==> src/rtl/uart_rx_fifo_param_if.sv <==
// Bus between the UART receive FIFO and its users: receiver push side, APB read side and status.
// The FIFO takes the slave modport; the register bank / bench takes the master modport.
interface uart_rx_fifo_param_if #(
    parameter int unsigned DATA_W = 8,
    parameter int unsigned AW     = 4
);
    logic              rx_done;
    logic [DATA_W-1:0] rx_data;
    logic              rd_en;
    logic              flush;
    logic              ovr_clr;
    logic [DATA_W-1:0] rd_data;
    logic              rd_valid;
    logic              full;
    logic              empty;
    logic              thresh_hit;
    logic [AW:0]       level;
    logic              overrun;
    logic              irq;

    modport master (
        output rx_done, rx_data, rd_en, flush, ovr_clr,
        input  rd_data, rd_valid, full, empty, thresh_hit, level, overrun, irq
    );

    modport slave (
        input  rx_done, rx_data, rd_en, flush, ovr_clr,
        output rd_data, rd_valid, full, empty, thresh_hit, level, overrun, irq
    );
endinterface

==> src/rtl/uart_rx_fifo_param.sv <==
// Parametrised UART receive FIFO: pushes on rx_done rising edge, pops on APB read strobes,
// with occupancy level, threshold, sticky overrun, flush and interrupt request.
module uart_rx_fifo_param #(
    parameter int unsigned DATA_W    = 8,
    parameter int unsigned DEPTH     = 16,
    parameter int unsigned AW        = 4,
    parameter int unsigned RX_THRESH = 8
) (
    input  logic                 clk,
    input  logic                 rst,
    uart_rx_fifo_param_if.slave  bus
);
    typedef logic [AW:0] ptr_t;
    localparam ptr_t ThreshLvl = ptr_t'(RX_THRESH);

    logic [DATA_W-1:0] mem_q [DEPTH];

    ptr_t              wr_ptr_q, wr_ptr_d;
    ptr_t              rd_ptr_q, rd_ptr_d;
    logic [DATA_W-1:0] rd_data_q, rd_data_d;
    logic              rd_valid_q, rd_valid_d;
    logic              overrun_q, overrun_d;
    logic              rx_done_q, rx_done_d;

    logic              push_req;
    logic              full;
    logic              empty;
    logic              do_push;
    logic              do_pop;
    ptr_t              level;

    // Status is decoded purely from registered pointers, so it cannot glitch on input changes.
    always_comb begin
        push_req = bus.rx_done & ~rx_done_q;
        empty    = (wr_ptr_q == rd_ptr_q);
        full     = (wr_ptr_q[AW] != rd_ptr_q[AW]) && (wr_ptr_q[AW-1:0] == rd_ptr_q[AW-1:0]);
        level    = wr_ptr_q - rd_ptr_q;
        do_push  = push_req & ~full & ~bus.flush;
        do_pop   = bus.rd_en & ~empty & ~bus.flush;
    end

    always_comb begin
        wr_ptr_d   = wr_ptr_q;
        rd_ptr_d   = rd_ptr_q;
        rd_data_d  = rd_data_q;
        rd_valid_d = 1'b0;
        overrun_d  = overrun_q;
        rx_done_d  = bus.rx_done;

        if (bus.flush) begin
            wr_ptr_d = '0;
            rd_ptr_d = '0;
        end else begin
            if (do_push) begin
                wr_ptr_d = wr_ptr_q + ptr_t'(1);
            end
            if (do_pop) begin
                rd_ptr_d   = rd_ptr_q + ptr_t'(1);
                rd_data_d  = mem_q[rd_ptr_q[AW-1:0]];
                rd_valid_d = 1'b1;
            end
        end

        // Full is judged before the edge: a slot freed by a same-cycle pop is not reused.
        if (push_req && full) begin
            overrun_d = 1'b1;
        end else if (bus.ovr_clr) begin
            overrun_d = 1'b0;
        end
    end

    always_ff @(posedge clk) begin
        if (!rst) begin
            wr_ptr_q   <= '0;
            rd_ptr_q   <= '0;
            rd_data_q  <= '0;
            rd_valid_q <= 1'b0;
            overrun_q  <= 1'b0;
            rx_done_q  <= 1'b0;
        end else begin
            wr_ptr_q   <= wr_ptr_d;
            rd_ptr_q   <= rd_ptr_d;
            rd_data_q  <= rd_data_d;
            rd_valid_q <= rd_valid_d;
            overrun_q  <= overrun_d;
            rx_done_q  <= rx_done_d;
        end
    end

    always_ff @(posedge clk) begin
        if (rst && do_push) begin
            mem_q[wr_ptr_q[AW-1:0]] <= bus.rx_data;
        end
    end

    assign bus.rd_data    = rd_data_q;
    assign bus.rd_valid   = rd_valid_q;
    assign bus.full       = full;
    assign bus.empty      = empty;
    assign bus.level      = level;
    assign bus.thresh_hit = (level >= ThreshLvl);
    assign bus.overrun    = overrun_q;
    assign bus.irq        = (level >= ThreshLvl) | overrun_q;
endmodule

==> src/flat_wrapper.sv <==
// flat-port wrapper written by rule: the top's interface ports become plain ports
module uart_rx_fifo_param_flat 
#(
    parameter int unsigned DATA_W    = 8,
    parameter int unsigned DEPTH     = 16,
    parameter int unsigned AW        = 4,
    parameter int unsigned RX_THRESH = 8
)
  (clk, rst, bus_rx_done, bus_rx_data, bus_rd_en, bus_flush, bus_ovr_clr, bus_rd_data, bus_rd_valid, bus_full, bus_empty, bus_thresh_hit, bus_level, bus_overrun, bus_irq);
  uart_rx_fifo_param_if #(.DATA_W(DATA_W), .AW(AW)) bus_i ();
  input  logic clk;
  input  logic rst;
  input wire logic [$bits(bus_i.rx_done)-1:0] bus_rx_done;
  input wire logic [$bits(bus_i.rx_data)-1:0] bus_rx_data;
  input wire logic [$bits(bus_i.rd_en)-1:0] bus_rd_en;
  input wire logic [$bits(bus_i.flush)-1:0] bus_flush;
  input wire logic [$bits(bus_i.ovr_clr)-1:0] bus_ovr_clr;
  output wire logic [$bits(bus_i.rd_data)-1:0] bus_rd_data;
  output wire logic [$bits(bus_i.rd_valid)-1:0] bus_rd_valid;
  output wire logic [$bits(bus_i.full)-1:0] bus_full;
  output wire logic [$bits(bus_i.empty)-1:0] bus_empty;
  output wire logic [$bits(bus_i.thresh_hit)-1:0] bus_thresh_hit;
  output wire logic [$bits(bus_i.level)-1:0] bus_level;
  output wire logic [$bits(bus_i.overrun)-1:0] bus_overrun;
  output wire logic [$bits(bus_i.irq)-1:0] bus_irq;
  assign bus_i.rx_done = bus_rx_done;
  assign bus_i.rx_data = bus_rx_data;
  assign bus_i.rd_en = bus_rd_en;
  assign bus_i.flush = bus_flush;
  assign bus_i.ovr_clr = bus_ovr_clr;
  assign bus_rd_data = bus_i.rd_data;
  assign bus_rd_valid = bus_i.rd_valid;
  assign bus_full = bus_i.full;
  assign bus_empty = bus_i.empty;
  assign bus_thresh_hit = bus_i.thresh_hit;
  assign bus_level = bus_i.level;
  assign bus_overrun = bus_i.overrun;
  assign bus_irq = bus_i.irq;
  uart_rx_fifo_param #(.DATA_W(DATA_W), .DEPTH(DEPTH), .AW(AW), .RX_THRESH(RX_THRESH)) u_core (.clk(clk), .rst(rst), .bus(bus_i));
endmodule
==> config.mk <==
export PLATFORM = sky130hd
export DESIGN_NAME = uart_rx_fifo_param_flat
export DESIGN_NICKNAME = d
export VERILOG_FILES = /design/src/rtl/uart_rx_fifo_param_if.sv /design/src/rtl/uart_rx_fifo_param.sv /design/src/flat_wrapper.sv
export SDC_FILE = /design/constraint.sdc
export NUM_CORES = 1
export LEC_CHECK = 0
export ABC_AREA = 1
export ABC_CLOCK_PERIOD_IN_PS = 3000
export CAP_MARGIN = 0
export CORE_MARGIN = 10
export CORE_UTILIZATION = 60
export DETAILED_ROUTE_END_ITERATION = 12
export PLACE_DENSITY = 0.8
export SKIP_CTS_REPAIR_TIMING = 1
export SLEW_MARGIN = 20
export SYNTH_ARGS = -nofsm -noshare
export SYNTH_HDL_FRONTEND = slang
export SYNTH_SLANG_ARGS = --single-unit
==> constraint.sdc <==
create_clock -name clk -period 3 [get_ports clk]
set_input_delay 0.9 -clock clk [delete_from_list [all_inputs] [get_ports clk]]
set_output_delay 0.9 -clock clk [all_outputs]
set_load 0.005 [all_outputs]
==> impl_metrics.py, run 1 <==
metrics = {
    "layout": {
        "antennaDiodeCount": 0,
        "final_cells": 876,
        "design_area_sq_mm": 0.00785,
        "drive_gt1_share_pct": 13.5,
        "num-nets-final": 748,
        "fill_cells": 712,
        "area_delta_synth_final_pct": 19.1,
        "final_core_util_pct": 72.7,
    },
    "timing": {
        "tns_ns": -0.188,
        "max_freq_mhz": 321,
        "report.final.slew_viol_count": 0,
        "finalHoldViolCount": 0,
        "hold_ws_ns": 0.489,
        "fin_worst_skew_ns": 0.00867,
        "post-route-period-util_pct": 104,
        "rsz0062_at_grt": "yes",
        "setup_viol": 4,
        "slew_headroom_pct": 50.7,
        "worst_slack_ns": -0.116,
        "period_needed_ns": 3.12,
        "tightest_slew_ns": 0.740,
    },
    "die": {
        "row_count": 38,
        "die_w_microns": 125,
        "ioPinCount": 33,
        "die_height_microns": 125,
        "floorplan.initialDensity_pct": 61.1,
        "die_area_sq_mm": 0.0156,
        "core-area_sq_mm": 0.0108,
    },
    "worst_setup_path": {
        "worstSetupEndpointType": "primary output",
        "crit_path_max_incr_delay_ns": 0.45,
        "worstPathRequired_ns": 2.10,
        "crit_end": "bus_level[3]",
        "critical_path_arrival_ns": 2.22,
        "path_class": "reg -> out",
        "ff2ff_path_depth": 9,
        "cp_slowest_cell": "clkdlybuf4s50_1",
        "path_cells": "inv_2 > ha_4 > a21oi_1 > o21ai_1 > xnor2_1 > inv_1 > clkdlybuf4s50_1",
        "timing.rr.end": "u_core.bus.rd_data[4]",
        "crit_fanout": 4,
        "start_kind": "flop",
        "r2r_slack_ns": 0.60,
        "r2r-start": "u_core.rd_ptr_q[0]",
        "crit_path_start": "u_core.rd_ptr_q[2]",
    },
    "outcome": {
        "violations": "negative setup slack",
        "status": "finished with violations",
    },
    "grt": {
        "gr-usage-met2_pct": 33.6,
        "grt_use_total_pct": 19.9,
        "top_usage_layer": "met2",
        "antenna_found_initial": 0,
        "grt_max_degree": 68,
        "grt_pass1_wl_mm": 24.7,
        "met3_usage_pct": 4.47,
        "grt_pass1_vias": 4739,
        "grtUsageMet1_pct": 23.9,
        "grt_overflow": 0,
    },
    "detailed_routing": {
        "wire_per_inst_microns": 18.3,
        "antenna_left": 0,
        "drc": 0,
        "routed_via_density": 5.56,
        "drtPass1Iterations": 5,
        "drt_iter0_drc": 412,
        "dr_total_vias": 4870,
        "wl_mm": 16.1,
    },
    "power_and_ir_drop": {
        "power.leakage_nw": 3.34,
        "power_density_mw_per_mm2": 582,
        "peakVddDrop_mv": 0.448,
    },
    "place": {
        "dp_hpwl_mm": 9.94,
        "io_buffers": 32,
        "routabilityCongestion": 0.889,
        "dp.cells": 839,
        "place_area_sq_mm": 0.00718,
    },
    "yosys": {
        "avgSynthCellArea_sq_um": 9.97,
        "yosysTopAreaCell": "edfxtp_1",
        "synth_compound_area_share_pct": 2.51,
        "synthCells": 661,
        "synth.distinct_cells": 25,
        "synth_top_family_by_area": "simple AND/OR/NAND/NOR gates",
        "yosys-mux-area-fraction_pct": 0,
        "yosys-top-cells-area": "edfxtp_1 58%, nand2_1 14%, dfxtp_1 6.4%, nand3_1 5.8%, inv_1 4.3%",
        "yosysWarningCount": 0,
        "synthTopCellsByCount": "246 x nand2_1, 128 x edfxtp_1, 76 x nand3_1, 75 x inv_1, 28 x nor2_1",
        "synth_largest_type_area_fraction_pct": 58.3,
        "ys_seq_elements": 149,
        "yosys.area_share.xor_xnor_pct": 1.46,
        "synth_most_common_cell": "nand2_1",
        "synth_fp_nets": 685,
        "yosysSeqAreaShare_pct": 64.7,
        "ys.flop_type": "edfxtp_1",
        "synth-simple-area-share_pct": 22.2,
        "synth-async-reset-ratio_pct": 0,
        "synth_edf_count": 128,
        "yosys.area_share.adder_pct": 2.01,
        "netlist_area_sq_mm": 0.00659,
    },
    "clock_network": {
        "numCtsBuffers": 17,
        "cts-root-buf": "clkbuf_8",
        "htreeDepth": 4,
        "clk-insertion-delay-late_ns": 0.53,
        "cts_tree": "built",
        "clock-sinks": 149,
        "cts.clk_slew.worst_paths_ns": 0.06,
        "clockBufferDepth": 2,
    },
    "flow_run": {
        "maxCapViolCount": 0,
    },
    "worst_hold_path": {
        "hp-class": "reg -> reg",
    },
}
==> final cells by class <==
cell class	count	area (sq um)	area share [%]
sequential	149	4270	54.4
timing repair buffer	71	621	7.91
multi-input combinational	405	1910	24.3
tap	140	175	2.23
clock inverter	13	159	2.02
inverter	80	300	3.83
clock buffer	18	418	5.32
==> layer usage <==
layer	part of all wire, %	vias up	wire length [microns]
met5	0	-	0
met4	2.9	0	473
met3	7.6	48	1210
met2	51	252	8140
met1	39	2300	6230
li1	-	2270	-
==> placed cells by master, fill, tap and decap left out, types with 3 or more instances in the layout <==
cell type | netlist | routed
inv_1 | 75 | 74
dlymetal6s2s_1 | 0 | 4
nand2_2 | 2 | 3
clkbuf_2 | 0 | 3
clkinvlp_4 | 0 | 5
a21oi_1 | 13 | 13
nor2_2 | 2 | 3
clkdlybuf4s50_1 | 0 | 25
ha_4 | 0 | 3
edfxtp_1 | 128 | 128
buf_4 | 8 | 38
nand2_1 | 246 | 245
nand3_1 | 76 | 76
clkbuf_16 | 0 | 16
a21oi_2 | 8 | 8
dfxtp_1 | 21 | 18
bufinv_16 | 0 | 3
xor2_1 | 6 | 6
nor2_1 | 28 | 27
dfxtp_2 | 0 | 3
ha_1 | 9 | 6
xnor2_1 | 5 | 5
inv_2 | 3 | 5
o21ai_0 | 5 | 3
==> cell families (layout without fill, tap and decap cells) <==
group / count (synthesis) / in the layout
DFF: 149 / 149
AOI/OAI and AO/OA: 27 / 27
adders and majority gates: 10 / 10
and+or+nand+nor: 357 / 357
xor gates and xnor gates: 11 / 11
buffers and inverters: 107 / 182
==> flip-flops by register name (all words and copies together), names as in the netlist <==
signal and flops:
u_core.wr_ptr_q 5, u_core.mem_q 128, u_core.rd_ptr_q 5, u_core.rx_done_q 1, u_core.bus.overrun 1, u_core.bus.rd_data 8, u_core.bus.rd_valid 1
==> critical path: cells and delay by family, from the launching register on <==
kind,cells,cell delay (ns)
AO/OA/AOI/OAI,2,0.23
XOR/XNOR,1,0.27
adder cells (fa/ha/maj),1,0.25
buffers and inverters,3,0.58
flip-flops,1,0.36
==> stage by stage <==
| step | worst slack (ns) | power, mW |
|---|---|---|
| finish | -0.116 | 4.56 |
| global route | -0.209 | 4.69 |
| CTS | -0.567 | 4.57 |
| global placement | 0.0734 | 2.52 |
| detailed placement | -0.00995 | 2.53 |
| floorplan | 0.483 | 2.42 |
==> worst min path at each step <==
stage,startpoint,to,slack [ns],cells after the start
floorplan,u_core.rd_ptr_q[3],u_core.rd_ptr_q[3],0.46,2
global placement,u_core.bus.overrun,u_core.bus.overrun,0.47,2
detailed placement,u_core.bus.overrun,u_core.bus.overrun,0.48,2
CTS,u_core.bus.overrun,u_core.bus.overrun,0.49,2
global route,u_core.bus.overrun,u_core.bus.overrun,0.51,2
finish,u_core.bus.overrun,u_core.bus.overrun,0.49,2
==> power breakdown <==
group | leakage, nW | total (mW) | internal [mW] | switching, mW
Sequential | 1.32 | 2.27 | 2.26 | 0.00624
Combinational | 1.75 | 0.227 | 0.0854 | 0.142
Clock | 0.267 | 2.07 | 1.26 | 0.813
Total | 3.34 | 4.56 | 3.60 | 0.961
Power figures use the tool's default switching activity.
==> run 2, diff against run 1 <==
--- a/config.mk
+++ b/config.mk
@@ -11,6 +11,7 @@
 export CORE_MARGIN = 10
 export CORE_UTILIZATION = 60
 export DETAILED_ROUTE_END_ITERATION = 12
+export HOLD_SLACK_MARGIN = 0.12
 export PLACE_DENSITY = 0.8
 export SKIP_CTS_REPAIR_TIMING = 1
 export SLEW_MARGIN = 20
==> results of run 2 <==
Same layout as run 1: the final DEF is identical, and so are final timing and power.
==> run 3, diff against run 2 <==
--- a/config.mk
+++ b/config.mk
@@ -7,7 +7,8 @@
 export LEC_CHECK = 0
 export ABC_AREA = 1
 export ABC_CLOCK_PERIOD_IN_PS = 3000
-export CAP_MARGIN = 0
+export CAP_MARGIN = 20
+export CORE_ASPECT_RATIO = 0.7
 export CORE_MARGIN = 10
 export CORE_UTILIZATION = 60
 export DETAILED_ROUTE_END_ITERATION = 12
==> run 3 against run 2 <==
  * The flow now finishes without violations
  * Flip-flop and latch count did not move
  * Critical path type unchanged
  * Critical path depth did not move
  * Power shrank 0.23%
  * Routed wire length is 0.94% higher
  * Maximum frequency increased by 4.2%
  * Sequential share of layout area rose by 0.10 points
  * Largest power group unchanged
  * Sequential power about the same
  * First-iteration DRC count rose by 60%
  * Die area grew 0.43%
  * Count of clock-buffer cells in the layout shrank 1
  * Cell count up 0.80%
  * Non-clock buffer count fell by 2
==> impl_metrics.py, run 3 (synthesis results as in run 1) <==
metrics = {
    "grt": {
        "grt_overflow": 0,
        "grt_use_total_pct": 20.4,
        "antenna_found_initial": 0,
        "grt_pass1_wl_mm": 24.7,
        "grt_max_degree": 68,
        "grt_pass1_vias": 4610,
    },
    "layout": {
        "num-nets-final": 746,
        "drive_gt1_share_pct": 13.3,
        "fill_cells": 693,
        "antennaDiodeCount": 0,
        "largest_reg_flops": 128,
        "design_area_sq_mm": 0.00784,
        "final_common_cell": "nand2_1",
        "layout_common_cells": "245 x nand2_1, 128 x edfxtp_1, 76 x nand3_1, 74 x inv_1, 37 x buf_4",
        "area_delta_synth_final_pct": 18.9,
    },
    "place": {
        "dp_slack_ns": -0.0155,
        "routabilityCongestion": 0.893,
        "place_area_sq_mm": 0.00718,
        "dp_hpwl_mm": 10.2,
        "io_buffers": 32,
    },
    "clock_network": {
        "clk-insertion-delay-late_ns": 0.43,
        "clockBufferDepth": 2,
        "htreeDepth": 4,
        "numCtsBuffers": 17,
        "cts.clk_slew.worst_paths_ns": 0.06,
        "cts-root-buf": "clkbuf_16",
        "cts_tree": "built",
        "clock-sinks": 149,
    },
    "die": {
        "die_area_sq_mm": 0.0156,
        "row_count": 31,
        "die_w_microns": 145,
        "floorplan.initialDensity_pct": 62.5,
        "ioPinCount": 33,
        "core-area_sq_mm": 0.0106,
        "die_height_microns": 108,
    },
    "worst_setup_path": {
        "crit_family": "buffers and inverters",
        "worstSetupEndpointType": "primary output",
        "worstPathRequired_ns": 2.10,
        "crit_fanout": 4,
        "crit_buf_inv": 3,
        "critical_path_arrival_ns": 2.09,
        "start_kind": "flop",
        "path_class": "reg -> out",
        "cp_slowest_cell": "clkdlybuf4s50_1",
        "path_cells": "inv_2 > ha_4 > nand2_1 > nor2_2 > nand2_2 > inv_1 > clkdlybuf4s50_1",
        "crit_path_max_incr_delay_ns": 0.50,
    },
    "timing": {
        "post-route-period-util_pct": 99.7,
        "worst_slack_ns": 0.00838,
        "tightest_slew_ns": 0.777,
        "setup_viol": 0,
        "rsz0062_at_grt": "yes",
        "slew_headroom_pct": 48.0,
        "period_needed_ns": 2.99,
        "report.final.slew_viol_count": 0,
        "finalHoldViolCount": 0,
        "fin_worst_skew_ns": 0.00664,
        "max_freq_mhz": 334,
    },
    "power_and_ir_drop": {
        "peakVddDrop_mv": 0.654,
        "finalPower_mw": 4.55,
        "power_density_mw_per_mm2": 581,
        "power.leakage_nw": 3.36,
    },
    "detailed_routing": {
        "dr_total_vias": 4854,
        "drt_iter0_drc": 660,
        "drtPass1Iterations": 5,
        "drc": 0,
        "wl_mm": 16.2,
        "antenna_left": 0,
        "wire_per_inst_microns": 18.4,
        "routed_via_density": 5.50,
    },
    "worst_hold_path": {
        "hp-class": "reg -> reg",
    },
    "outcome": {
        "status": "completed",
    },
    "flow_run": {
        "maxCapViolCount": 0,
    },
}
## run 3: cell count changes in the layout (fill, tap and decap cells not counted), moves of 2 or more
cell,previous run,this run
clkinvlp_4,5,3
bufinv_16,3,1
clkbuf_2,3,0
inv_6,1,7
## run 3: report_power, final
| part | switching [mW] | leakage [nW] | total (mW) | internal [mW] |
|---|---|---|---|---|
| logic | 0.151 | 1.77 | 0.239 | 0.0880 |
| clock network | 0.891 | 0.271 | 2.05 | 1.16 |
| registers | 0.00533 | 1.32 | 2.26 | 2.26 |
| total | 1.05 | 3.36 | 4.55 | 3.51 |
## run 3: stage by stage
| step | hold WS, ns | util [%] | std cells | setup TNS, ns |
|---|---|---|---|---|
| global placement | 0.474 | 68.0 | 847 | 0 |
| CTS | 0.498 | 73.4 | 879 | -1.84 |
| global route | 0.519 | 74.3 | 883 | -0.132 |
| floorplan | 0.457 | - | 661 | 0 |
| finish | 0.489 | 74.3 | 883 | 0 |
| detailed placement | 0.488 | 68.0 | 847 | -0.0155 |
## run 3: worst reg2reg max path: stages (launching register included)
cell     delay, ns
dfxtp_1       0.50
ha_4          0.27
nand2_1       0.12
nor2_2        0.08
nand2_2       0.10
nand2_1       0.15
nor2_2        0.22
nand2_1       0.19
nor2_1        0.22
buf_4         0.19
## run 3: layout make-up
type	count	area [sq um]	share of cell area, %
Clock buffer	17	425	5.43
Clock inverter	15	143	1.82
Inverter	80	300	3.83
Multi-Input combinational cell	405	1910	24.3
Sequential cell	149	4270	54.5
Tap cell	148	185	2.36
Timing Repair Buffer	69	606	7.73
## run 3: worst paths after layout
check	start	end	slack, ns	cells past startpoint
worst max-delay path	u_core.rd_ptr_q[2]	bus_empty	0.008	7
worst min-delay path	u_core.bus.overrun	u_core.bus.overrun	0.49	2
worst max register to register	u_core.wr_ptr_q[3]	u_core.mem_q[0][7]	0.71	9
worst min register to register	u_core.bus.overrun	u_core.bus.overrun	0.49	2
## run 3: routing by layer
layer  vias up  wire length [microns]  GRT usage [%]
li1       2263                      -              -
met1      2260                   6670           27.9
met2       294                   7180           30.1
met3        37                   1990           6.38
met4         0                    365           7.48
met5         -                      0              0
